$ cat config.mk
export PLATFORM = sky130hd
export DESIGN_NAME = selfcomp_timing_monitor
export DESIGN_NICKNAME = d
export VERILOG_FILES = /design/src/rtl/selfcomp_timing_monitor.sv
export SDC_FILE = /design/constraint.sdc
export NUM_CORES = 1
export LEC_CHECK = 0
export ABC_AREA = 1
export BUFFER_PORTS_ARGS = -buffer_cell sky130_fd_sc_hd__buf_2
export CAP_MARGIN = 15
export CORE_AREA = 10 10 106 108
export CTS_BUF_LIST = sky130_fd_sc_hd__clkbuf_4 sky130_fd_sc_hd__clkbuf_8 sky130_fd_sc_hd__clkbuf_16
export CTS_CLUSTER_DIAMETER = 60
export DETAILED_ROUTE_END_ITERATION = 8
export DIE_AREA = 0 0 116 118
export HOLD_SLACK_MARGIN = 0.05
export PLACE_DENSITY = 0.67
export SLEW_MARGIN = 20
export SYNTH_ARGS = -nofsm -noshare
export SYNTH_HDL_FRONTEND = slang
export SYNTH_SLANG_ARGS = --single-unit
$ cat constraint.sdc
create_clock -name clock -period 3.4 [get_ports clock]
set_input_delay 0.68 -clock clock [delete_from_list [all_inputs] [get_ports clock]]
set_output_delay 0.68 -clock clock [all_outputs]
set_load 0.03 [all_outputs]
$ cat src/rtl/selfcomp_timing_monitor.sv
// ============================================================================
// selfcomp_timing_monitor: completion-skew and timing-leak monitor for N DUT copies.
// Optional result compare: define SELFCOMP_RESULT_CHECK_EN.  Rev 1.0
// ============================================================================
`default_nettype none

module selfcomp_timing_monitor #(
  parameter int NUM_COPIES = 2,
  parameter int DATA_W     = 128,
  parameter int CNT_W      = 8,
  parameter int MAX_SKEW   = 64
) (
  input  logic                         clock,
  input  logic                         reset_n,
  input  logic [NUM_COPIES-1:0]        copy_valid,
  input  logic [NUM_COPIES*DATA_W-1:0] copy_result,
  input  logic                         out_ready,
  input  logic                         clear,
  output logic                         busy,
  output logic                         report_valid,
  output logic [CNT_W-1:0]             last_skew,
  output logic                         timing_leak,
  output logic                         timeout,
  output logic                         result_mismatch,
  output logic [CNT_W-1:0]             txn_count,
  output logic [CNT_W-1:0]             leak_count
);

  typedef enum logic [1:0] {
    S_IDLE   = 2'd0,
    S_WAIT   = 2'd1,
    S_REPORT = 2'd2
  } state_e;

  localparam logic [CNT_W-1:0] SKEW_LIMIT = CNT_W'(MAX_SKEW);
  localparam logic [CNT_W-1:0] CNT_SAT    = {CNT_W{1'b1}};

  state_e                state_q, state_d;
  logic [NUM_COPIES-1:0] seen_q, seen_d;
  logic [CNT_W-1:0]      skew_q, skew_d;
  logic                  to_q, to_d;
  logic [CNT_W-1:0]      last_skew_q;
  logic                  leak_q, leak_d;
  logic                  tout_q, tout_d;
  logic [CNT_W-1:0]      txn_q, txn_d, txn_base;
  logic [CNT_W-1:0]      lcnt_q, lcnt_d, lcnt_base;
  logic [NUM_COPIES-1:0] hs, seen_all;
  logic                  rpt;

  assign hs       = copy_valid & {NUM_COPIES{out_ready}};
  assign seen_all = seen_q | hs;
  assign rpt      = (state_q == S_REPORT);

  always_comb begin
    state_d = state_q;
    seen_d  = seen_q;
    skew_d  = skew_q;
    to_d    = to_q;
    case (state_q)
      S_IDLE: begin
        seen_d = '0;
        skew_d = '0;
        to_d   = 1'b0;
        if (&hs) begin
          state_d = S_REPORT;
          seen_d  = hs;
        end else if (|hs) begin
          state_d = S_WAIT;
          seen_d  = hs;
          skew_d  = CNT_W'(1);
        end
      end
      S_WAIT: begin
        seen_d = seen_all;
        if (&seen_all) begin
          state_d = S_REPORT;
        end else if (skew_q == SKEW_LIMIT) begin
          state_d = S_REPORT;
          to_d    = 1'b1;
        end else begin
          skew_d = skew_q + CNT_W'(1);
        end
      end
      S_REPORT: begin
        state_d = S_IDLE;
        seen_d  = '0;
      end
      default: state_d = S_IDLE;
    endcase
  end

  // Clear zeroes the base first so a report in the same cycle still lands.
  always_comb begin
    txn_base  = clear ? '0 : txn_q;
    lcnt_base = clear ? '0 : lcnt_q;
    leak_d    = (~clear & leak_q) | (rpt & (skew_q != '0));
    tout_d    = (~clear & tout_q) | (rpt & to_q);
    txn_d     = txn_base;
    lcnt_d    = lcnt_base;
    if (rpt && (txn_base != CNT_SAT)) txn_d = txn_base + CNT_W'(1);
    if (rpt && (skew_q != '0) && (lcnt_base != CNT_SAT)) lcnt_d = lcnt_base + CNT_W'(1);
  end

  always_ff @(posedge clock or negedge reset_n) begin
    if (!reset_n) begin
      state_q     <= S_IDLE;
      seen_q      <= '0;
      skew_q      <= '0;
      to_q        <= 1'b0;
      last_skew_q <= '0;
      leak_q      <= 1'b0;
      tout_q      <= 1'b0;
      txn_q       <= '0;
      lcnt_q      <= '0;
    end else begin
      state_q <= state_d;
      seen_q  <= seen_d;
      skew_q  <= skew_d;
      to_q    <= to_d;
      leak_q  <= leak_d;
      tout_q  <= tout_d;
      txn_q   <= txn_d;
      lcnt_q  <= lcnt_d;
      if ((state_d == S_REPORT) && !rpt) last_skew_q <= skew_d;
    end
  end

  assign busy         = (state_q == S_WAIT);
  assign report_valid = rpt;
  assign last_skew    = last_skew_q;
  assign timing_leak  = leak_q;
  assign timeout      = tout_q;
  assign txn_count    = txn_q;
  assign leak_count   = lcnt_q;

`ifdef SELFCOMP_RESULT_CHECK_EN
  logic [DATA_W-1:0] cap_q [NUM_COPIES];
  logic              diff;
  logic              mism_q, mism_d;

  for (genvar i = 0; i < NUM_COPIES; i++) begin : g_cap
    always_ff @(posedge clock or negedge reset_n) begin
      if (!reset_n) begin
        cap_q[i] <= '0;
      end else if (hs[i] && !seen_q[i] && !rpt) begin
        cap_q[i] <= copy_result[i*DATA_W +: DATA_W];
      end
    end
  end

  // Only copies that actually completed take part; copy 0 is the reference.
  always_comb begin
    diff = 1'b0;
    for (int i = 1; i < NUM_COPIES; i++) begin
      if (seen_q[i] && seen_q[0] && (cap_q[i] != cap_q[0])) diff = 1'b1;
    end
    mism_d = (~clear & mism_q) | (rpt & diff);
  end

  always_ff @(posedge clock or negedge reset_n) begin
    if (!reset_n) mism_q <= 1'b0;
    else          mism_q <= mism_d;
  end

  assign result_mismatch = mism_q;
`else
  logic unused_result;
  assign unused_result   = ^copy_result;
  assign result_mismatch = 1'b0;
`endif

endmodule

`default_nettype wire
---- Yosys cells after proc, flatten, opt, wreduce, memory -nomap -nowiden ----
Index checks and enable logic that the tools add are counted.
word-level totals
  bits in registers ....................... 39
  latch bits .............................. 0
  bits in writable memories ............... 0
  memory bits (read-only) ................. 0
  input port bits ......................... 262
  word-level logic and storage cells ...... 62
  memories kept ........................... 0
cells by class
  add/sub/neg operators ................... 3
  multipliers ............................. 0
  divide/modulo/power cells ............... 0
  order comparisons ....................... 0
  eq/ne operators ......................... 8
  shifts and indexed selects .............. 0
  multiplexer cells ....................... 20
  bitwise logic cells ..................... 9
  reductions and logical operators ........ 13
operator list
  operator                                                                  count
  8-bit 2-to-1 mux                                                          6
  8-bit by 1-bit adder with 8-bit output (second input constant)            3
  8-bit inequality test (second input constant)                             2
  8-bit case mux with 2 select lines                                        1
  2-bit 2-to-1 mux                                                          6
  8-bit by 7-bit equality test with 1-bit output (second input constant)    1
  8-bit nonzero test                                                        1
  2-bit case mux with 3 select lines                                        1
  1-bit bitwise AND                                                         4
  2-bit equality test (second input constant)                               2
  1-bit logical AND                                                         4
  1-bit 2-to-1 mux                                                          4
  2-bit case mux with 2 select lines                                        1
  2-bit AND reduction                                                       2
  3-bit AND reduction                                                       1
  3-bit nonzero test                                                        1
  2-bit bitwise AND                                                         1
  2-bit by 1-bit equality test with 1-bit output (second input constant)    1
  2-bit zero test                                                           1
  2-bit by 1-bit inequality test with 1-bit output (second input constant)  1
  2-bit inequality test (second input constant)                             1
  1-bit OR                                                                  2
  2-bit OR                                                                  1
  1-bit case mux with 2 select lines                                        1
  4 further kinds                                                           4

---- Longest topological paths before layout ----
Gate-level depths: netlist of the first run.
  word-level depth ........................ 7
  mapped depth ............................ 12
  mapped depth without buffers ............ 12

---- Worst setup path after synthesis of the first run ----
Ideal clock, no wire load.
  path kind ............................... in2reg
  start ................................... input clear
  end ..................................... register lcnt_q[0] (netlist: leak_count[0])
  library setup time ...................... 0.119 ns
  arrival time ............................ 1.805 ns
  setup slack ............................. 1.476 ns
  stages on the path ...................... 9
  path buffers ............................ 2
  path through ............................ buf_6 -> nor2_1 -> ha_1 -> nand4_1 -> nor2_1 -> a21oi_2 -> buf_6 -> o21ai_1 -> nand2_1
between the ends
  word-level cells in the longest chain between the ends .. 4
  elaborated cells between the ends (all ways) .. 5
  those cells by class .................... 1 x add/sub; 1 x eq/ne; 2 x mux; 1 x reduce/logical
ends and longest elaborated chain
  element                                                                                         line  source
  start: declaration                                                                              18    input logic clear,
  8-bit 2-to-1 mux *                                                                              95    lcnt_base = clear ? '0 : lcnt_q;
  parallel branches: the longest is 2 deep, another holds 8-bit by 1-bit adder with 8-bit output  n/a
  8-bit 2-to-1 mux *                                                                              101   if (rpt && (skew_q != '0) && (lcnt_base != CNT_SAT)) lcnt_d = lcnt_base + CNT_W'(1);
  net lcnt_d[0]                                                                                   46    logic [CNT_W-1:0] lcnt_q, lcnt_d, lcnt_base;
  end signal: assignment                                                                          123   lcnt_q <= lcnt_d;
  end: declaration                                                                                46
Mark *: on every way through the listed nets, which the timed path passes.
A chain may end at the register's enable or synchronous reset.

---- Final worst setup path of the first run ----
  start ................................... register state_q[1]
  end ..................................... output busy
between the ends
  word-level cells in the longest chain between the ends .. 1
ends and longest elaborated chain
  element                                         line  source
  start: declaration                              38    state_e state_q, state_d;
  start signal: assignment                        116   state_q <= state_d;
  2-bit by 1-bit equality test with 1-bit output  128   assign busy = (state_q == S_WAIT);
  end: declaration                                19    output logic busy,
Every way passes these cells.

==> results of run 1 <==
-- cell families after synthesis --
family	share of synthesized area
other	0.00157
DFF	0.410
adders and majority gates	0.0525
buffers and inverters	0.0909
xor gates and xnor gates	0.0405
AOI/OAI and AO/OA	0.0620
and+or+nand+nor	0.343
-- metrics by stage --
step           setup slack [ns]  cell area [um2]
4_1_cts                    1.07             2740
2_1_floorplan              1.48             2380
3_3_place_gp               1.03             2630
6_report                   1.06             2740
3_5_place_dp               1.00             2630
5_1_grt                   0.961             2740
-- per-layer routing --
metal / GRT usage / vias to the layer above / part of all wire
li1: - / 1034 / -
met1: 0.0947 / 944 / 0.44
met2: 0.148 / 35 / 0.50
met3: 0.0199 / 7 / 0.047
met4: 0.0391 / 0 / 0.019
met5: 0 / - / 0
-- state kept, by name (all words and copies together), names as in the netlist --
| name | count |
|---|---|
| txn_count | 8 |
| seen_q | 2 |
| skew_q | 8 |
| last_skew | 8 |
| leak_count | 8 |
| to_q | 1 |
| timeout | 1 |
| timing_leak | 1 |
| state_q | 2 |
-- worst max-delay path by stage --
stage	cells after the start	slack [ns]	from	endpoint
after global routing	3	0.96	state_q[1]	busy
after CTS	3	1.07	state_q[1]	busy
final	3	1.06	state_q[1]	busy
after floorplan	9	1.48	clear	leak_count[0]
after detailed placement	9	1.00	clear	leak_count[3]
after global placement	9	1.03	clear	leak_count[1]
-- power by group through the flow --
stage          sequential, mW  clock [mW]  combinational, mW
2_1_floorplan           0.744           0              0.570
3_3_place_gp            0.663           0              0.844
3_5_place_dp            0.665           0              0.869
4_1_cts                 0.658       0.411              0.871
5_1_grt                 0.675       0.427              0.975
6_report                0.658       0.402              0.861
-- layout make-up --
cell class	count	share of cell area
timing repair buffer	33	0.0603
clock buffer	5	0.0251
tap	111	0.0507
multi-input combinational	225	0.434
inverter	41	0.0571
clock inverter	3	0.0160
sequential	39	0.356
-- worst max-delay path: cells and delay by family (launching register included) --
kind	cells	cell delay (ns)
flip-flops	1	0.42
adder cells (fa/ha/maj)	1	0.50
buffers and inverters	2	0.44
-- cells in the final DEF (no fill, tap or decap), types with 6 or more instances in the layout --
cell / n
inv_1: 33
o21ai_1: 10
nand2_2: 6
xor2_1: 7
buf_2: 33
inv_2: 7
nand3_1: 17
nor2_1: 15
ha_1: 10
dfrtp_1: 39
nand2_1: 119
==> flow_metrics.tcl, run 1 <==
set metrics [dict create \
    post-synth-top-count-cell "nand2_1" \
    clk_transition_reported_paths_ns 0.08 \
    post-synth-top-area-fraction 0.410 \
    grt_pass1_wl_um 9630 \
    cts.repair.resized 0 \
    gp_routability_congestion 0.840 \
    post-dp-hpwl_um 4200 \
    ff2ff_path_depth 10 \
    layout.nets 617 \
    seqPwrFrac 0.343 \
    ctsRootBufferMaster "clkbuf_8" \
    fin_worst_skew_ns 0.00347 \
    syn_nets 583 \
    multi_input_comb_area_um2 1190 \
    internal_power_mw 1.03 \
    postCtsSetupBuffers 0 \
    io_pins 291 \
    rsz_0062_raised_after_global_routing "false" \
    overall_global_routing_resource_usage 0.0851 \
    worst_pin_slew_ns 0.891 \
    synth_edf_count 0 \
    postSynthRegisterBits 39 \
    starting_utilization_of_the_core_area 0.261 \
    numPlacedInstances 449 \
    cts.htree.levels 2 \
    setup.worst_path.start_class "register" \
    coreArea_um2 9110 \
    synthesis.area_per_instance_um2 7.66 \
    timing.setup.tns_ns 0 \
    p_sw_frac 0.464 \
    synthToLayoutAreaGrowth_pct 15.0 \
    max_freq_ghz 0.428 \
    hold_end "last_skew[0]" \
    cp_data_arrival_time_ns 1.66 \
    netlist_area_um2 2380 \
    stdcell_count 457 \
    synth-main-ff-cell "dfrtp_1" \
    synth.distinct_cells 32 \
    drt-wirelength-per-cell_um 12.0 \
    diodes 0 \
    grt_pass1_vias 2111 \
    max-cap-violations 0 \
    power_density_nw_per_um2 702 \
    layout_worst_path_cycle_share 0.687 \
    power_switching_mw 0.892 \
    power.share.combinational 0.448 \
    synth_top_cells_by_count "nand2_1, dfrtp_1, inv_1" \
    syn-instance-count 311 \
    hold_path.class "register to register" \
    timing.critical_path.cells "inv_1, ha_1, buf_2" \
    grt_max_degree 40 \
    drt.antenna.violating_nets 0 \
    detailroute.via_count 2020 \
    p_leak_nw 1.54 \
    setup-violations-final 0 \
    detail_route.drc_violations 0 \
    clock_sink_count 39 \
    rrSetupSlack_ns 1.46 \
    ys_top_cells_by_area "dfrtp_1, nand2_1, ha_1, inv_1, nand3_1" \
    yosysTopAreaCell "dfrtp_1" \
    synthArstFlopShare 1.00 \
    cp-end-kind "output pin" \
    yosys_warnings 0 \
    clockPowerShare 0.209 \
    detail_route.iter0.violations 124 \
    clock_tree_from_tritoncts "done" \
    clock_insertion_delay_worst_skew_ns 0.30 \
    viasPerCell 4.42 \
    grt_overflow_total 0 \
    critPathMaxStageDelay_ns 0.50 \
    detail_route.wirelength_um 5500 \
    critical_path.reg2reg.endpoint "last_skew[5]" \
    holdBufCountCts 0 \
    setup.worst_path.class "register to output pin" \
    drt_pre_antenna_iters 4 \
    whs_ns 0.483 \
    power.ir.vdd_worst_v 0.000434 \
    worst-path-max-fanout 14 \
    buffer_ports.inserted 33 \
    fp.dieArea_um2 13700 \
    rr_startpoint "state_q[1]" \
    tritoncts.num_buffers 5 \
    die_extent_in_x_um 116 \
    yosysSeqAreaShare 0.410 \
    whs_path_depth 2 \
    final_slew_violations 0 \
    cts.path.max_buffers 2 \
    final_core_utilization 0.301 \
    required_arrival_time_at_the_worst_endpoint_ns 2.72 \
    ff_latch_area_um2 976 \
    num_rows 35 \
    post_route_cells_drive_above_1_share 0.205 \
    timing.slew.headroom 0.406 \
    fillers 973 \
    status "completed" \
    timing.final.hold_violations 0 \
    die-height_um 118 \
    post-layout-total-power_mw 1.92 \
    worstHoldStart "last_skew[0]" \
    timing.critical_path.slowest_stage_cell "ha_1" \
    min_cycle_time_layout_ns 2.34 \
    antenna_found_initial 0 \
]
No activity file was read; power rests on OpenSTA's default activity.
==> inputs of run 2 (changes only) <==
--- a/config.mk
+++ b/config.mk
@@ -14,7 +14,7 @@
 export DETAILED_ROUTE_END_ITERATION = 8
 export DIE_AREA = 0 0 116 118
 export HOLD_SLACK_MARGIN = 0.05
-export PLACE_DENSITY = 0.67
+export PLACE_DENSITY = 0.69
 export SLEW_MARGIN = 20
 export SYNTH_ARGS = -nofsm -noshare
 export SYNTH_HDL_FRONTEND = slang
==> constraint.sdc (replaced) <==
create_clock -name clock -period 2.1 [get_ports clock]
set_input_delay 0.42 -clock clock [delete_from_list [all_inputs] [get_ports clock]]
set_output_delay 0.42 -clock clock [all_outputs]
set_load 0.03 [all_outputs]
==> run 2 against run 1 <==
Compared with the run above: cell count rose by 0.88%; total power rose by 64%; combinational power rose by 67%; clock power rose by 62%; first-iteration DRC count rose by 6.5%; setup slack got worse by 0.83 ns; highest routed layer unchanged; clock skew rose by 0.0045 ns; design area rose by 1.6%; core utilization rose by 0.47 points; largest power group unchanged; sequential cell count did not move; register-to-register slack got worse by 1.1 ns.
==> flow_metrics.tcl, run 2 (synthesis results as in run 1) <==
set metrics [dict create \
    setup.worst_path.start_class "register" \
    grt_max_degree 22 \
    rr_startpoint "txn_count[0]" \
    post-dp-hpwl_um 4390 \
    p_sw_frac 0.460 \
    detailroute.via_count 2042 \
    worst-path-max-fanout 7 \
    required_arrival_time_at_the_worst_endpoint_ns 1.68 \
    ff2ff_path_depth 10 \
    layout_worst_path_cycle_share 0.892 \
    internal_power_mw 1.71 \
    power.ir.vdd_worst_v 0.000722 \
    detail_route.drc_violations 0 \
    coreArea_um2 9110 \
    hold_path.class "input pin to async pin" \
    fin_worst_skew_ns 0.00801 \
    clock_tree_from_tritoncts "done" \
    max-cap-violations 0 \
    status "completed" \
    die_extent_in_x_um 116 \
    grt_overflow_total 0 \
    stdcell_count 461 \
    io_pins 291 \
    cp-end-kind "output pin" \
    min_cycle_time_layout_ns 1.87 \
    finalInstanceArea_um2 2780 \
    numPlacedInstances 453 \
    critical_path.reg2reg.endpoint "txn_count[7]" \
    cts.htree.levels 2 \
    seqPwrFrac 0.339 \
    whs_ns 0.0606 \
    starting_utilization_of_the_core_area 0.261 \
    ctsRootBufferMaster "clkbuf_8" \
    tritoncts.num_buffers 5 \
    cts.path.max_buffers 2 \
    final_core_utilization 0.305 \
    timing.final.hold_violations 0 \
    synthToLayoutAreaGrowth_pct 16.8 \
    drt_pre_antenna_iters 4 \
    grt_pass1_vias 2123 \
    power_density_nw_per_um2 1140 \
    gp_routability_congestion 0.851 \
    pre_cts_slack_ns 0.158 \
    post_route_cells_drive_above_1_share 0.214 \
    timing.setup.tns_ns 0 \
    max_freq_ghz 0.534 \
    viasPerCell 4.43 \
    rrSetupSlack_ns 0.37 \
    drt-wirelength-per-cell_um 12.1 \
    antenna_found_initial 0 \
    drt.antenna.violating_nets 0 \
    p_leak_nw 1.56 \
    clock_sink_count 39 \
    power.share.combinational 0.455 \
    detail_route.iter0.violations 132 \
    mostFrequentLayoutCell "nand2_1" \
    clockPowerShare 0.206 \
    clock_insertion_delay_worst_skew_ns 0.30 \
    slack_of_the_critical_path_ns 0.228 \
    buffer_ports.inserted 33 \
    cp_data_arrival_time_ns 1.45 \
    holdBufCountCts 0 \
    die-height_um 118 \
    overall_global_routing_resource_usage 0.0876 \
    final_cell_mix "nand2_1, dfrtp_1, inv_1, buf_2, nand3_1" \
    post-layout-total-power_mw 3.16 \
    setup-violations-final 0 \
    final_slew_violations 0 \
    layout.nets 621 \
    cts.repair.resized 0 \
    post_dp_cell_area_um2 2670 \
    grt_pass1_wl_um 10000 \
    clk_transition_reported_paths_ns 0.09 \
    setup.worst_path.class "register to output pin" \
    power_switching_mw 1.45 \
    detail_route.wirelength_um 5570 \
    rsz_0062_raised_after_global_routing "false" \
    num_rows 35 \
    postCtsSetupBuffers 0 \
    diodes 0 \
    fp.dieArea_um2 13700 \
]
-- run 2: cell type report --
| type | count | area, um2 |
|---|---|---|
| clock inverter | 3 | 43.8 |
| sequential | 39 | 976 |
| clock buffer | 5 | 68.8 |
| timing repair buffer | 37 | 208 |
| inverter | 41 | 156 |
| tap | 111 | 139 |
| multi-input combinational | 225 | 1190 |
| fill | 993 | 6330 |
-- run 2: worst max-delay path by stage --
stage	startpoint	end
floorplan	leak_count[0]	leak_count[0]
finish	state_q[0]	report_valid
CTS	state_q[0]	report_valid
detailed placement	clear	leak_count[0]
global route	leak_count[0]	leak_count[0]
global placement	clear	leak_count[0]
-- run 2: worst max-delay path, stage by stage (launching register included) --
cell and delay (ns):
dfrtp_1 0.44, inv_1 0.10, ha_1 0.34, buf_2 0.27
-- run 2: routing by layer --
layer	wire, um	share of wire	vias to the layer above	global-route usage
met4	108	0.019	0	0.0391
met3	171	0.031	5	0.0178
li1	-	-	1041	-
met1	2510	0.45	963	0.107
met5	0	0	-	0
met2	2780	0.50	33	0.143
-- run 2: power groups by stage --
stage | Sequential (mW) | Combinational [mW] | Clock (mW)
after floorplan | 1.20 | 0.923 | 0
after global placement | 1.07 | 1.42 | 0
after detailed placement | 1.08 | 1.45 | 0
after CTS | 1.07 | 1.45 | 0.666
after global routing | 1.10 | 1.64 | 0.690
final | 1.07 | 1.44 | 0.652
